$ cat src/rtl/cla_pkg.sv
// cla_pkg: shared FSM state encoding and default sizing for the sequential CLA adder
package cla_pkg;

    localparam int DEF_DATA_WIDTH = 4;
    localparam int DEF_NUM_CHUNKS = 4;

    typedef logic [1:0] state_t;

    localparam state_t IDLE = 2'd0;
    localparam state_t RUN  = 2'd1;
    localparam state_t DONE = 2'd2;

endpackage

$ cat src/rtl/cla_slice.sv
// cla_slice: W-bit carry-lookahead adder slice (a + b + cin -> sum, cout)
module cla_slice #(
    parameter int W = 4
) (
    input  logic [W-1:0] a,
    input  logic [W-1:0] b,
    input  logic         cin,
    output logic [W-1:0] sum,
    output logic         cout
);

    logic [W-1:0] g;
    logic [W-1:0] p;
    logic [W:0]   c;
    logic         pp;

    assign g = a & b;
    assign p = a ^ b;

    // every carry is a flat sum of generate terms gated by propagate chains, no ripple
    always_comb begin
        c    = '0;
        pp   = 1'b1;
        c[0] = cin;
        for (int i = 0; i < W; i++) begin
            c[i+1] = g[i];
            pp     = p[i];
            for (int j = i - 1; j >= 0; j--) begin
                c[i+1] = c[i+1] | (pp & g[j]);
                pp     = pp & p[j];
            end
            c[i+1] = c[i+1] | (pp & cin);
        end
    end

    assign sum  = p ^ c[W-1:0];
    assign cout = c[W];

endmodule

$ cat src/rtl/cla_seq_ctrl.sv
// cla_seq_ctrl: operand-wide adder built from one CLA slice reused over NUM_CHUNKS cycles
module cla_seq_ctrl
    import cla_pkg::*;
#(
    parameter int DATA_WIDTH = DEF_DATA_WIDTH,
    parameter int NUM_CHUNKS = DEF_NUM_CHUNKS
) (
    input  logic                             clk,
    input  logic                             rst_n,
    input  logic                             in_valid,
    output logic                             in_ready,
    input  logic [DATA_WIDTH*NUM_CHUNKS-1:0] a,
    input  logic [DATA_WIDTH*NUM_CHUNKS-1:0] b,
    input  logic                             cin,
    output logic                             out_valid,
    input  logic                             out_ready,
    output logic [DATA_WIDTH*NUM_CHUNKS-1:0] sum,
    output logic                             cout
);

    localparam int OPW = DATA_WIDTH * NUM_CHUNKS;
    localparam int IW  = (NUM_CHUNKS > 1) ? $clog2(NUM_CHUNKS) : 1;
    localparam logic [IW-1:0] LAST = IW'(NUM_CHUNKS - 1);

    state_t                state;
    logic [IW-1:0]         idx;
    logic                  carry;
    logic [OPW-1:0]        a_reg;
    logic [OPW-1:0]        b_reg;
    logic [DATA_WIDTH-1:0] s_sum;
    logic                  s_cout;

    // slice only sees registered operands and the carry register
    cla_slice #(.W(DATA_WIDTH)) u_slice (
        .a    (a_reg[idx*DATA_WIDTH +: DATA_WIDTH]),
        .b    (b_reg[idx*DATA_WIDTH +: DATA_WIDTH]),
        .cin  (carry),
        .sum  (s_sum),
        .cout (s_cout)
    );

    assign in_ready  = (state == IDLE);
    assign out_valid = (state == DONE);

    // accept in IDLE, add one chunk per RUN cycle, hold the result in DONE until taken
    always_ff @(posedge clk or negedge rst_n) begin
        if (!rst_n) begin
            state <= IDLE;
            idx   <= '0;
            carry <= 1'b0;
            sum   <= '0;
            cout  <= 1'b0;
            a_reg <= '0;
            b_reg <= '0;
        end else begin
            case (state)
                IDLE: if (in_valid) begin
                    a_reg <= a;
                    b_reg <= b;
                    carry <= cin;
                    idx   <= '0;
                    state <= RUN;
                end
                RUN: begin
                    sum[idx*DATA_WIDTH +: DATA_WIDTH] <= s_sum;
                    carry <= s_cout;
                    if (idx == LAST) begin
                        cout  <= s_cout;
                        state <= DONE;
                    end else begin
                        idx <= idx + 1'b1;
                    end
                end
                DONE: if (out_ready) state <= IDLE;
                default: state <= IDLE;
            endcase
        end
    end

endmodule

$ cat config.mk
export PLATFORM = sky130hd
export DESIGN_NAME = cla_seq_ctrl
export DESIGN_NICKNAME = d
export VERILOG_FILES = /design/src/rtl/cla_pkg.sv /design/src/rtl/cla_slice.sv /design/src/rtl/cla_seq_ctrl.sv
export SDC_FILE = /design/constraint.sdc
export NUM_CORES = 1
export LEC_CHECK = 0
export BUFFER_PORTS_ARGS = -buffer_cell sky130_fd_sc_hd__buf_4
export CORE_ASPECT_RATIO = 0.75
export CORE_UTILIZATION = 46
export DETAILED_ROUTE_END_ITERATION = 7
export HOLD_SLACK_MARGIN = 0.06
export PLACE_DENSITY_LB_ADDON = 0.12
export SLEW_MARGIN = 20
export SYNTH_ARGS = -nofsm -noshare
export SYNTH_HDL_FRONTEND = slang
export SYNTH_SLANG_ARGS = --single-unit
$ cat constraint.sdc
create_clock -name clk -period 3.1 [get_ports clk]
set_clock_uncertainty 0.15 [all_clocks]
set_input_delay 0.31 -clock clk [delete_from_list [all_inputs] [get_ports clk]]
set_output_delay 0.31 -clock clk [all_outputs]
set_load 0.01 [all_outputs]
Yosys cells after proc, flatten, opt, wreduce, memory -nomap -nowiden
Index checks and enable logic that the tools add are counted.
{"block": "totals", "ff_bits": 54, "output_inout_bits": 19, "input_bits": 37, "wordCells": 66}
{"block": "classes", "shifts": 4, "reduce_logical": 7, "addsub": 2, "n_mux": 10, "eq_ne": 7, "bitwise_logic": 29}
{"operator": "4-bit negation with 34-bit output", "n": 1}
{"operator": "4-bit by 34-bit variable shift with 16-bit output, first input constant", "n": 1}
{"operator": "4-bit by 34-bit indexed part select with 16-bit output", "n": 1}
{"operator": "16-bit by 5-bit indexed part select with 4-bit output", "n": 2}
{"operator": "1-bit AND", "n": 16}
{"operator": "16-bit bitwise mux", "n": 1}
{"operator": "2-bit two-way mux", "n": 5}
{"operator": "1-bit OR", "n": 10}
{"operator": "4-bit XOR", "n": 2}
{"operator": "2-bit inequality test, second input constant", "n": 3}
{"operator": "2-bit case mux with 3 select lines", "n": 1}
{"operator": "2-bit AND reduction", "n": 3}
{"operator": "3-bit AND reduction", "n": 2}
{"operator": "4-bit AND", "n": 1}
{"operator": "2-bit == test, second input constant", "n": 2}
{"operator": "2-bit case mux with 2 select lines", "n": 1}
{"operator": "2-bit by 1-bit adder with 2-bit output, second input constant", "n": 1}
{"operator": "2-bit by 1-bit == test with 1-bit output, second input constant", "n": 1}
{"operator": "2-bit zero test", "n": 1}
{"operator": "2-bit by 1-bit inequality test with 1-bit output, second input constant", "n": 1}
{"operator": "1-bit case mux with 2 select lines", "n": 1}
{"operator": "2-bit nonzero test", "n": 1}
{"operator": "1-bit two-way mux", "n": 1}

Logic depth before layout (Yosys ltp)
{"block": "logic_depth", "depth_word": 9, "mapped_depth": 7, "depth_no_buf": 6}

Cells and area by module
Synthesis repeated with hierarchy kept, for this count alone.
{"block": "hier_totals", "hier_cells": 200, "hier_area_um2": 2686.3}
{"module": "cla_seq_ctrl", "area_each_um2": 2538.7, "cells_per_inst": 183, "seq_area_each_um2": 1351.3, "n_inst": 1}
{"module": "cla_slice", "area_each_um2": 147.6, "cells_per_inst": 17, "seq_area_each_um2": 0.0, "n_inst": 1}

Least setup slack after synthesis
Ideal clock, no wire load.
{"block": "synth_timing", "path_kind": "reg-to-reg", "startpoint": "reg idx[0]", "endpoint": "reg sum[11]", "slack_ns": 0.418, "required_time_ns": 2.884, "setup_time_ns": 0.066, "path_buffers": 1, "stages_incl_launch_ff": 8, "synth_period_minus_slack_ns": 2.682, "arrival_time_ns": 2.466, "path_cell_list": "dfrtp_1 -> buf_2 -> mux4_2 -> ha_1 -> and2_4 -> o2111a_1 -> a2111oi_2 -> a22o_1"}
{"block": "synth_via", "elab_chain_cells": 9, "word_cells_on_any_way": 24, "cone_classes": "add/sub: 1; shift: 4; mux: 1; bitwise: 18"}
{"item": "start, declared", "line": "cla_seq_ctrl.sv:26", "source": "logic [IW-1:0] idx;"}
{"item": "start signal, assigned", "line": "cla_seq_ctrl.sv:71", "source": "idx <= idx + 1'b1;"}
{"item": "16-bit by 5-bit indexed part select with 4-bit output, on equally long branches", "line": "cla_seq_ctrl.sv:35, cla_seq_ctrl.sv:36"}
{"item": "4-bit XOR or 4-bit AND (tied branches)", "line": "cla_slice.sv:18, cla_slice.sv:17"}
{"item": "1-bit AND, on equally long branches", "line": "cla_slice.sv:29, cla_slice.sv:30"}
{"item": "1-bit OR (tied with other cells)", "line": "cla_slice.sv:29", "source": "c[i+1] = c[i+1] | (pp & g[j]);"}
{"item": "1-bit OR or 1-bit AND (tied branches)", "line": "cla_slice.sv:29, cla_slice.sv:32"}
{"item": "1-bit OR", "line": "cla_slice.sv:32", "source": "c[i+1] = c[i+1] | (pp & cin);"}
{"item": "4-bit XOR", "line": "cla_slice.sv:36", "source": "assign sum = p ^ c[W-1:0];"}
{"item": "4-bit by 34-bit indexed part select with 16-bit output", "line": "cla_seq_ctrl.sv:65", "source": "sum[idx*DATA_WIDTH +: DATA_WIDTH] <= s_sum;"}
{"item": "16-bit bitwise mux *", "line": "cla_seq_ctrl.sv:65"}
{"item": "end signal, assigned by index", "line": "cla_seq_ctrl.sv:65"}
{"item": "end, declared", "line": "cla_seq_ctrl.sv:17", "source": "output logic [DATA_WIDTH*NUM_CHUNKS-1:0] sum,"}
Mark *: on every way between the ends. The rest lies on a longest branch, timed or not.
A chain may end at the register's enable or synchronous reset.

Worst setup path after layout
{"block": "layout_timing", "startpoint": "reg idx[0]", "endpoint": "reg sum[7]"}
The elaborated chain is that of the path after synthesis.

==> results.tsv <==
metric	value	unit
Net Sw Frac	38.5	%
Fin Hold WS	0.0762	ns
most frequent cells in the layout	buf_4 (59), dfrtp_1 (54), mux2_4 (29), nand2_1 (14), ha_1 (11)	
I/O Buffers	55	
slew margin rel.	55.5	%
Max VDD drop	0.636	mV
#FFs+latches synth	54	
min cycle time layout	2.71	ns
register share of total power	32.8	%
final setup fails	0	
crit end category	register	
H-tree levels	2	
cts repair resizes	0	
sequential share of the synthesized area	50.9	%
Setup TNS	0	ns
initial antenna violation count	0	
DRT antenna net count	0	
worst hold path type	in2reg	
crit start category	register	
top cells by area, synth	dfrtp_1 (51%), mux2_4 (16%), mux4_2 (6.8%), ha_1 (5.2%), a22o_1 (3.3%)	
vias	1653	
clock slew at reported path FFs	0.10	ns
routed len/inst	16.1	um
Internal Pwr Total	2.42	mW
Worst-Margin Slew	0.668	ns
CTS tree	done	
CTS Buf Count	5	
P&R area growth vs syn	23.2	%
Post-Synthesis Cells	185	
combinational share of power	56.9	%
pin count of the biggest net entering global routing	55	
Worst Path Arrival	2.80	ns
Cell Area, Synth	2660	um^2
first-pass GRT wire length	8660	um
Hold Vio Cnt, Final	0	
grt total ovfl	0	
core area	5440	um^2
fin. max-slew vios	0	
Leak Pwr	1.57	nW
All-Layer GR Usage	19.1	%
via/cell ratio	5.10	
die height	67.8	um
fin nets	297	
Fillers	439	
fmax	369	MHz
Clk pwr share	10.2	%
Max Cap Violations	0	
Yosys cell types	36	
Synth area leader	dfrtp_1	
Ports	56	
first drt pass iteration count	4	
fin crit share	87.4	%
clk sinks	54	
Setup Buffers After CTS	0	
CTS max path bufs	2	
fin util	60.1	%
Sw Pwr	1.52	mW
status	finished, final reports clean	
vias in the first global route	1667	
DP Wirelength	3890	um
hold_buf cts	3	
worst endpoint required time	3.19	ns
gpl congestion	0.803	
DRT Wirelength	5220	um
ANT cells	0	
Initial Util	48.8	%
Die Area	6080	um^2
RSZ-0062 raised after global routing	no	
synthesized area per cell	14.4	um^2
root buffer cell	clkbuf_8	
CP max FO	7	
ratio of cells with drive above 1 in the final layout	43.4	%
FP Rows	23	
PwrDens	1200	nW/um^2
DRC viols	0	
Crit Path Category	reg2reg	
die width	89.7	um
post-synth top area share	50.9	%
Power, Total	3.94	mW
clock latency on the worst-skew pair	0.30	ns
most common cell after layout, fill and taps aside	buf_4	
Net Count, Synth	234	
synth warn	0	
initial DRC count	48	
-- area by class of cell --
type	instances	area [um^2]	area share [%]
well taps	75	93.8	2.87
clock inverters	1	5.00	0.153
multi-input cells	119	1230	37.7
flip-flops and latches	54	1350	41.3
repair buffers	63	483	14.8
clock buffers	7	86.3	2.64
inverters	5	18.8	0.574
-- cells in the mapped netlist, drive strengths merged --
library cell and count:
and3 1, buf 5, nor4 1, nand2 14
xor2 2, nand2b 1, xnor2 2, nor3b 1
o2111a 1, clkbuf 2, a31oi 1, ha 11
a21oi 3, mux4 8, nor3 4, fa 1
and2 2, nor2b 3, nor2 4, inv 5
nand3b 1, a2111oi 1, o211ai 1, a2111o 1
nand3 1, a21o 1, o21ai 10, a22o 10
mux2 33, dfrtp 54
-- routing by layer --
layer | vias up | wire length (um) | part of all wire, % | GRT usage [%]
met5 | - | 0 | 0 | 0
met4 | 0 | 53 | 1.0 | 7.38
met3 | 4 | 264 | 5.1 | 4.73
met2 | 41 | 2140 | 41 | 27.5
met1 | 809 | 2760 | 53 | 27.9
li1 | 799 | - | - | -
-- worst max-delay path: stages (launching register included) --
cell       delay, ns
dfrtp_1         0.59
mux4_2          0.61
ha_1            0.33
and2_4          0.15
o2111a_1        0.26
a2111oi_2       0.35
a22o_1          0.21
-- kinds of logic after synthesis --
logic type / count (synthesis) / synth area share, %
AO/OA/AOI/OAI: 29 / 7.96
flip-flops: 54 / 50.9
XOR/XNOR: 4 / 1.32
adder cells (fa/ha/maj): 12 / 5.94
buffers and inverters: 12 / 2.73
multiplexers: 41 / 24.9
AND/OR/NAND/NOR: 33 / 6.27
-- power by group through the flow --
| stage | combinational [mW] | clock [mW] | sequential, mW |
|---|---|---|---|
| CTS | 2.25 | 0.412 | 1.30 |
| detailed placement | 2.24 | 0 | 1.30 |
| global route | 2.48 | 0.446 | 1.34 |
| finish | 2.24 | 0.402 | 1.29 |
| floorplan | 1.74 | 0 | 1.23 |
| global placement | 2.22 | 0 | 1.32 |
-- final timing paths --
check / from / end / slack, ns / depth (start not counted)
worst max-delay path: idx[0] / sum[7] / 0.39 / 6
worst min-delay path: a[13] / a_reg[13] / 0.08 / 2
worst max register to register: idx[0] / sum[7] / 0.39 / 6
worst min register to register: b_reg[2] / b_reg[2] / 0.34 / 1
max in group asynchronous: rst_n / sum[0] / 1.91 / 2
min in group asynchronous: rst_n / b_reg[8] / 0.45 / 2
-- metrics by stage --
| stage | cell area, um^2 | setup slack (ns) | cells |
|---|---|---|---|
| 2_1_floorplan | 2660 | 0.418 | 185 |
| 3_3_place_gp | 3140 | 0.437 | 312 |
| 3_5_place_dp | 3140 | 0.393 | 312 |
| 4_1_cts | 3260 | 0.379 | 323 |
| 5_1_grt | 3270 | 0.233 | 324 |
| 6_report | 3270 | 0.389 | 324 |
Note: power is estimated with default switching activity, not from simulation.
